[src/rtl/ir_pkg.sv]
// ============================================================================
//  Module   : ir_pkg
//  Purpose  : Shared widths, field offsets and decoded-field struct for the
//             instruction register queue.
//  Revision : 1.0
// ============================================================================
`default_nettype none

package ir_pkg;

    localparam int IR_INSTR_W = 16;
    localparam int IR_OPC_W   = 6;
    localparam int IR_VAL_W   = 8;

    localparam int IR_VAL_LSB = 0;
    localparam int IR_ACC_BIT = IR_VAL_W;
    localparam int IR_REG_BIT = IR_VAL_W + 1;
    localparam int IR_OPC_LSB = IR_VAL_W + 2;

    typedef struct packed {
        logic [IR_OPC_W-1:0] op_code;
        logic                reg_s;
        logic                acc_s;
        logic [IR_VAL_W-1:0] val;
    } ir_fields_t;

endpackage

`default_nettype wire

[src/rtl/ir_field_decode.sv]
// ============================================================================
//  Module   : ir_field_decode
//  Purpose  : Combinational split of an instruction word into its fields, with
//             an optional opcode range check (macro IR_ILLEGAL_CHK_EN).
//  Revision : 1.0
// ============================================================================
`default_nettype none

module ir_field_decode
    import ir_pkg::*;
#(
    parameter int INSTR_W = IR_INSTR_W,
    parameter int OPC_W   = IR_OPC_W,
    parameter int VAL_W   = IR_VAL_W,
    parameter int NUM_OPS = 40
) (
    input  logic [INSTR_W-1:0] instr,
    input  logic               valid,
    output ir_fields_t         fields,
    output logic               illegal
);

    localparam int ACC_BIT = VAL_W;
    localparam int REG_BIT = VAL_W + 1;
    localparam int OPC_LSB = VAL_W + 2;

    if (INSTR_W != OPC_W + 2 + VAL_W) begin : g_bad_instr_w
        $error("ir_field_decode: INSTR_W must equal OPC_W+2+VAL_W");
    end
    if (OPC_W > IR_OPC_W || VAL_W > IR_VAL_W) begin : g_bad_field_w
        $error("ir_field_decode: field widths exceed ir_fields_t");
    end
    if (NUM_OPS < 1 || NUM_OPS > (1 << OPC_W)) begin : g_bad_num_ops
        $error("ir_field_decode: NUM_OPS out of opcode range");
    end

    // Empty head presents an all-zero field set.
    always_comb begin
        fields = '0;
        if (valid) begin
            fields.op_code = IR_OPC_W'(instr[OPC_LSB +: OPC_W]);
            fields.reg_s   = instr[REG_BIT];
            fields.acc_s   = instr[ACC_BIT];
            fields.val     = IR_VAL_W'(instr[VAL_W-1:0]);
        end
    end

`ifdef IR_ILLEGAL_CHK_EN
    assign illegal = valid && (32'(instr[OPC_LSB +: OPC_W]) >= NUM_OPS);
`else
    assign illegal = 1'b0;
`endif

endmodule

`default_nettype wire

[src/rtl/instr_queue.sv]
// ============================================================================
//  Module   : instr_queue
//  Purpose  : DEPTH-entry prefetch queue feeding a field-decoded instruction
//             register; optional opcode check under IR_ILLEGAL_CHK_EN.
//  Revision : 1.0
// ============================================================================
`default_nettype none

module instr_queue
    import ir_pkg::*;
#(
    parameter int INSTR_W = IR_INSTR_W,
    parameter int OPC_W   = IR_OPC_W,
    parameter int VAL_W   = IR_VAL_W,
    parameter int DEPTH   = 4,
    parameter int NUM_OPS = 40
) (
    input  logic                       clk,
    input  logic                       rst,
    input  logic                       in_valid,
    output logic                       in_ready,
    input  logic [INSTR_W-1:0]         instr,
    input  logic                       flush,
    output logic                       out_valid,
    input  logic                       out_ready,
    output logic [OPC_W-1:0]           op_code,
    output logic                       reg_s,
    output logic                       acc_s,
    output logic [VAL_W-1:0]           val,
    output logic [$clog2(DEPTH+1)-1:0] count,
    output logic                       illegal
);

    localparam int PTR_W = $clog2(DEPTH);
    localparam int CNT_W = $clog2(DEPTH+1);

    if (DEPTH < 2 || (DEPTH & (DEPTH - 1)) != 0) begin : g_bad_depth
        $error("instr_queue: DEPTH must be a power of two, >= 2");
    end

    logic [INSTR_W-1:0] mem_q [DEPTH];
    logic [PTR_W-1:0]   wr_ptr_q, wr_ptr_d;
    logic [PTR_W-1:0]   rd_ptr_q, rd_ptr_d;
    logic [CNT_W-1:0]   count_q,  count_d;
    logic               push, pop;
    ir_fields_t         head_fields;

    // in_ready looks only at registered count: no out_ready-to-in_ready path.
    assign in_ready  = (count_q != CNT_W'(DEPTH));
    assign out_valid = (count_q != '0);
    assign push      = in_valid && in_ready;
    assign pop       = out_valid && out_ready;
    assign count     = count_q;

    always_comb begin
        wr_ptr_d = wr_ptr_q;
        rd_ptr_d = rd_ptr_q;
        count_d  = count_q;
        if (flush) begin
            wr_ptr_d = '0;
            rd_ptr_d = '0;
            count_d  = '0;
        end else begin
            if (push) wr_ptr_d = wr_ptr_q + PTR_W'(1);
            if (pop)  rd_ptr_d = rd_ptr_q + PTR_W'(1);
            case ({push, pop})
                2'b10:   count_d = count_q + CNT_W'(1);
                2'b01:   count_d = count_q - CNT_W'(1);
                default: count_d = count_q;
            endcase
        end
    end

    always_ff @(posedge clk or posedge rst) begin
        if (rst) begin
            wr_ptr_q <= '0;
            rd_ptr_q <= '0;
            count_q  <= '0;
        end else begin
            wr_ptr_q <= wr_ptr_d;
            rd_ptr_q <= rd_ptr_d;
            count_q  <= count_d;
        end
    end

    // Storage is left unreset; occupancy alone decides what is valid.
    always_ff @(posedge clk) begin
        if (push && !flush) begin
            mem_q[wr_ptr_q] <= instr;
        end
    end

    ir_field_decode #(
        .INSTR_W (INSTR_W),
        .OPC_W   (OPC_W),
        .VAL_W   (VAL_W),
        .NUM_OPS (NUM_OPS)
    ) u_decode (
        .instr   (mem_q[rd_ptr_q]),
        .valid   (out_valid),
        .fields  (head_fields),
        .illegal (illegal)
    );

    assign op_code = head_fields.op_code[OPC_W-1:0];
    assign reg_s   = head_fields.reg_s;
    assign acc_s   = head_fields.acc_s;
    assign val     = head_fields.val[VAL_W-1:0];

endmodule

`default_nettype wire

[config.mk]
export PLATFORM = sky130hd
export DESIGN_NAME = instr_queue
export DESIGN_NICKNAME = d
export VERILOG_FILES = /design/src/rtl/ir_pkg.sv /design/src/rtl/ir_field_decode.sv /design/src/rtl/instr_queue.sv
export SDC_FILE = /design/constraint.sdc
export NUM_CORES = 1
export LEC_CHECK = 0
export ABC_AREA = 0
export CELL_PAD_IN_SITES_DETAIL_PLACEMENT = 1
export CELL_PAD_IN_SITES_GLOBAL_PLACEMENT = 1
export CORE_ASPECT_RATIO = 0.7
export CORE_UTILIZATION = 51
export CTS_BUF_LIST = sky130_fd_sc_hd__clkbuf_8
export DETAILED_ROUTE_END_ITERATION = 8
export GPL_ROUTABILITY_DRIVEN = 0
export GPL_TIMING_DRIVEN = 1
export HOLD_SLACK_MARGIN = 0.02
export PLACE_DENSITY = 0.92
export SLEW_MARGIN = 20
export SYNTH_ARGS = -nofsm -noshare
export SYNTH_HDL_FRONTEND = slang
export SYNTH_SLANG_ARGS = --single-unit
export TNS_END_PERCENT = 50
[constraint.sdc]
create_clock -name clk -period 4.7 [get_ports clk]
set_clock_uncertainty 0.1 [all_clocks]
set_input_delay 0.94 -clock clk [delete_from_list [all_inputs] [get_ports clk]]
set_output_delay 0.94 -clock clk [all_outputs]
set_load 0.02 [all_outputs]
==> impl_metrics.py <==
metrics = {
    "clock_tree": {
        "cts_buffers": 9,
        "post_cts_resized": 0,
        "htree_num_levels": 3,
        "tritoncts": "done",
        "clk_latency_ns": 0.34,
        "cts_setup_buffers": 0,
        "cts_root_buf": "clkbuf_8",
        "path_clk_slew_ns": 0.08,
        "clk_path_buf_depth": 2,
        "hold_buffers": 0,
        "cts_sinks": 71,
    },
    "drt": {
        "drcViolationCount": 0,
        "postRouteAntennaNets": 0,
        "vias_per_cell": 5.67,
        "routedWlPerCell_um": 21.2,
        "first_pass_iters": 4,
        "vias": 1643,
        "drt-initial-drc-count": 114,
        "wirelength_mm": 6.15,
    },
    "critical_path": {
        "crit_path_start_kind": "flop",
        "end_kind": "output port",
        "crit_fanout": 18,
        "r2r_slack_ns": 1.94,
        "critPathRequiredTime_ns": 3.66,
        "crit_arrival_ns": 2.71,
        "crit_type": "reg2out",
    },
    "logic_synthesis": {
        "yosysTopAreaCell": "edfxtp_1",
        "yosys-mux-area-fraction_pct": 13.2,
        "yosys_register_bits": 71,
        "synth_compound_area_share_pct": 1.94,
        "synthAdderAreaFrac_pct": 2.31,
        "ys.flop_type": "edfxtp_1",
        "synth_xor_area_share_pct": 1.15,
        "syn_nets": 196,
        "ys_async_sr_fraction_pct": 9.86,
        "synth_top_family_by_area": "multiplexers",
        "yosysWarnings": 0,
        "synth_area_leaders": "edfxtp_1 63%, mux4_1 6.9%, mux4_2 5.9%, dfrtp_1 5.8%, and2_1 4.3%",
        "synth_top_area_share_pct": 63.3,
        "avgSynthCellArea_um2": 17.8,
        "ys_seq_area_share_pct": 69.1,
        "synth_cell_types": 35,
        "synthCells": 170,
        "syn_area_um2": 3030,
        "synth_edf_count": 64,
        "yosys.area_share.simple_pct": 8.78,
    },
    "hold_path": {
        "hp-class": "reg2reg",
    },
    "finish": {
        "layout_common_cells": "64 x edfxtp_1, 41 x clkdlybuf4s50_1, 21 x and2_1",
        "n_antenna_cell": 0,
        "nFillCells": 508,
        "area_delta_synth_final_pct": 22.2,
        "final_common_cell": "edfxtp_1",
        "drive_gt1_share_pct": 12.1,
        "fin_nets": 236,
        "fin_cells": 290,
        "final_area_um2": 3710,
    },
    "floorplanning": {
        "rows": 23,
        "dieWidth_um": 94.2,
        "core-area_um2": 5730,
        "ios": 43,
        "die-area_um2": 6270,
        "die_y_um": 66.5,
        "initial_utilization_pct": 53.0,
    },
    "global_route": {
        "grt_start_max_net_pins": 21,
        "grt_pass1_vias": 1792,
        "antenna_found_initial": 0,
        "grt_overflow": 0,
        "grt_usage_pct": 22.0,
        "grt_pass1_wl_mm": 9.52,
    },
    "outcome": {
        "status": "finished clean",
    },
    "placement": {
        "placed_area_um2": 3450,
        "hpwl_mm": 3.86,
        "placed_cells": 274,
        "port_buffers": 41,
    },
    "timing": {
        "fin_setup_tns_ns": 0,
        "min_period_over_period_pct": 79.8,
        "slew_viol_final": 0,
        "fin_crit_ns": 3.75,
        "timing.fmax_mhz": 266,
        "tightestPinTransition_ns": 0.966,
        "finalHoldViolCount": 0,
        "slew_headroom_pct": 35.6,
        "setup_violations": 0,
        "grt_setup_unrepaired": "false",
    },
    "pwr": {
        "pwr-share-seq_pct": 44.4,
        "peakVddDrop_v": 0.000272,
        "p_leak_nw": 1.25,
        "switching_share_pct": 24.6,
        "combPwrFrac_pct": 19.0,
        "p_per_area_nw_per_um2": 459,
        "internal_power_mw": 1.28,
        "switchingPower_mw": 0.418,
        "power_frac_clock_pct": 36.6,
    },
    "run": {
        "drv_cap": 0,
    },
}
-- cells by family after synthesis --
logic type / Yosys count
AOI/OAI and AO/OA: 10
xor gates and xnor gates: 4
adders and majority gates: 5
buffers and inverters: 15
DFF: 71
muxes: 17
other: 1
and+or+nand+nor: 47
-- per-layer routing --
layer / track usage [%] / vias up / part of all wire [%]
li1: - / 732 / -
met1: 27.8 / 855 / 44
met2: 36.2 / 44 / 50
met3: 6.62 / 12 / 3.9
met4: 8.27 / 0 / 1.8
met5: 0 / - / 0
-- state kept, by name (all words and copies together), names as in the netlist --
name	flops
count	3
wr_ptr_q	2
mem_q	64
rd_ptr_q	2
-- worst paths after layout --
kind | from | to | cells past startpoint
max | rd_ptr_q[0] | val[4] | 3
max in group asynchronous | rst | wr_ptr_q[1] | 2
min | wr_ptr_q[1] | wr_ptr_q[1] | 2
max reg2reg | count[1] | count[2] | 6
min in group asynchronous | rst | count[2] | 2
min reg2reg | wr_ptr_q[1] | wr_ptr_q[1] | 2
-- cells in the mapped netlist, types with 2 or more instances --
| master | instances |
|---|---|
| buf_6 | 2 |
| mux4_1 | 8 |
| xor2_1 | 2 |
| clkbuf_1 | 2 |
| edfxtp_1 | 64 |
| mux4_2 | 8 |
| nand3_1 | 4 |
| buf_4 | 2 |
| a21oi_1 | 2 |
| or3_1 | 2 |
| buf_2 | 5 |
| ha_1 | 4 |
| nand2_1 | 5 |
| o21ai_0 | 4 |
| dfrtp_1 | 7 |
| xnor2_1 | 2 |
| nor2_1 | 7 |
| and2_1 | 21 |
| inv_1 | 3 |
-- worst max-delay path, cell delays in order, from the launching register on --
cell	delay [ns]
dfrtp_1	0.98
mux4_1	0.64
and2_1	0.18
clkdlybuf4s50_1	0.57
-- stage by stage --
stage	setup slack [ns]	utilization [%]	power (mW)	hold WS [ns]
floorplan	2.19	-	0.960	0.443
global placement	1.30	60.2	1.07	0.464
detailed placement	1.25	60.2	1.09	0.515
CTS	0.870	64.7	1.71	0.520
global route	0.721	64.7	1.75	0.552
finish	0.947	64.7	1.70	0.528
-- power groups by stage --
stage	clock network, mW	logic (mW)	registers (mW)
finish	0.622	0.322	0.755
global route	0.648	0.344	0.762
CTS	0.631	0.325	0.756
detailed placement	0	0.318	0.771
global placement	0	0.303	0.767
floorplan	0	0.213	0.746
-- final cells by class --
type | instances | area, µm² | area share [%]
clock buffers | 9 | 124 | 3.34
clock inverters | 7 | 135 | 3.64
inverters | 3 | 11.3 | 0.304
multi-input cells | 84 | 836 | 22.5
flip-flops and latches | 71 | 2100 | 56.6
well taps | 75 | 93.8 | 2.53
repair buffers | 41 | 410 | 11.1
(Power assumes the default switching activity.)
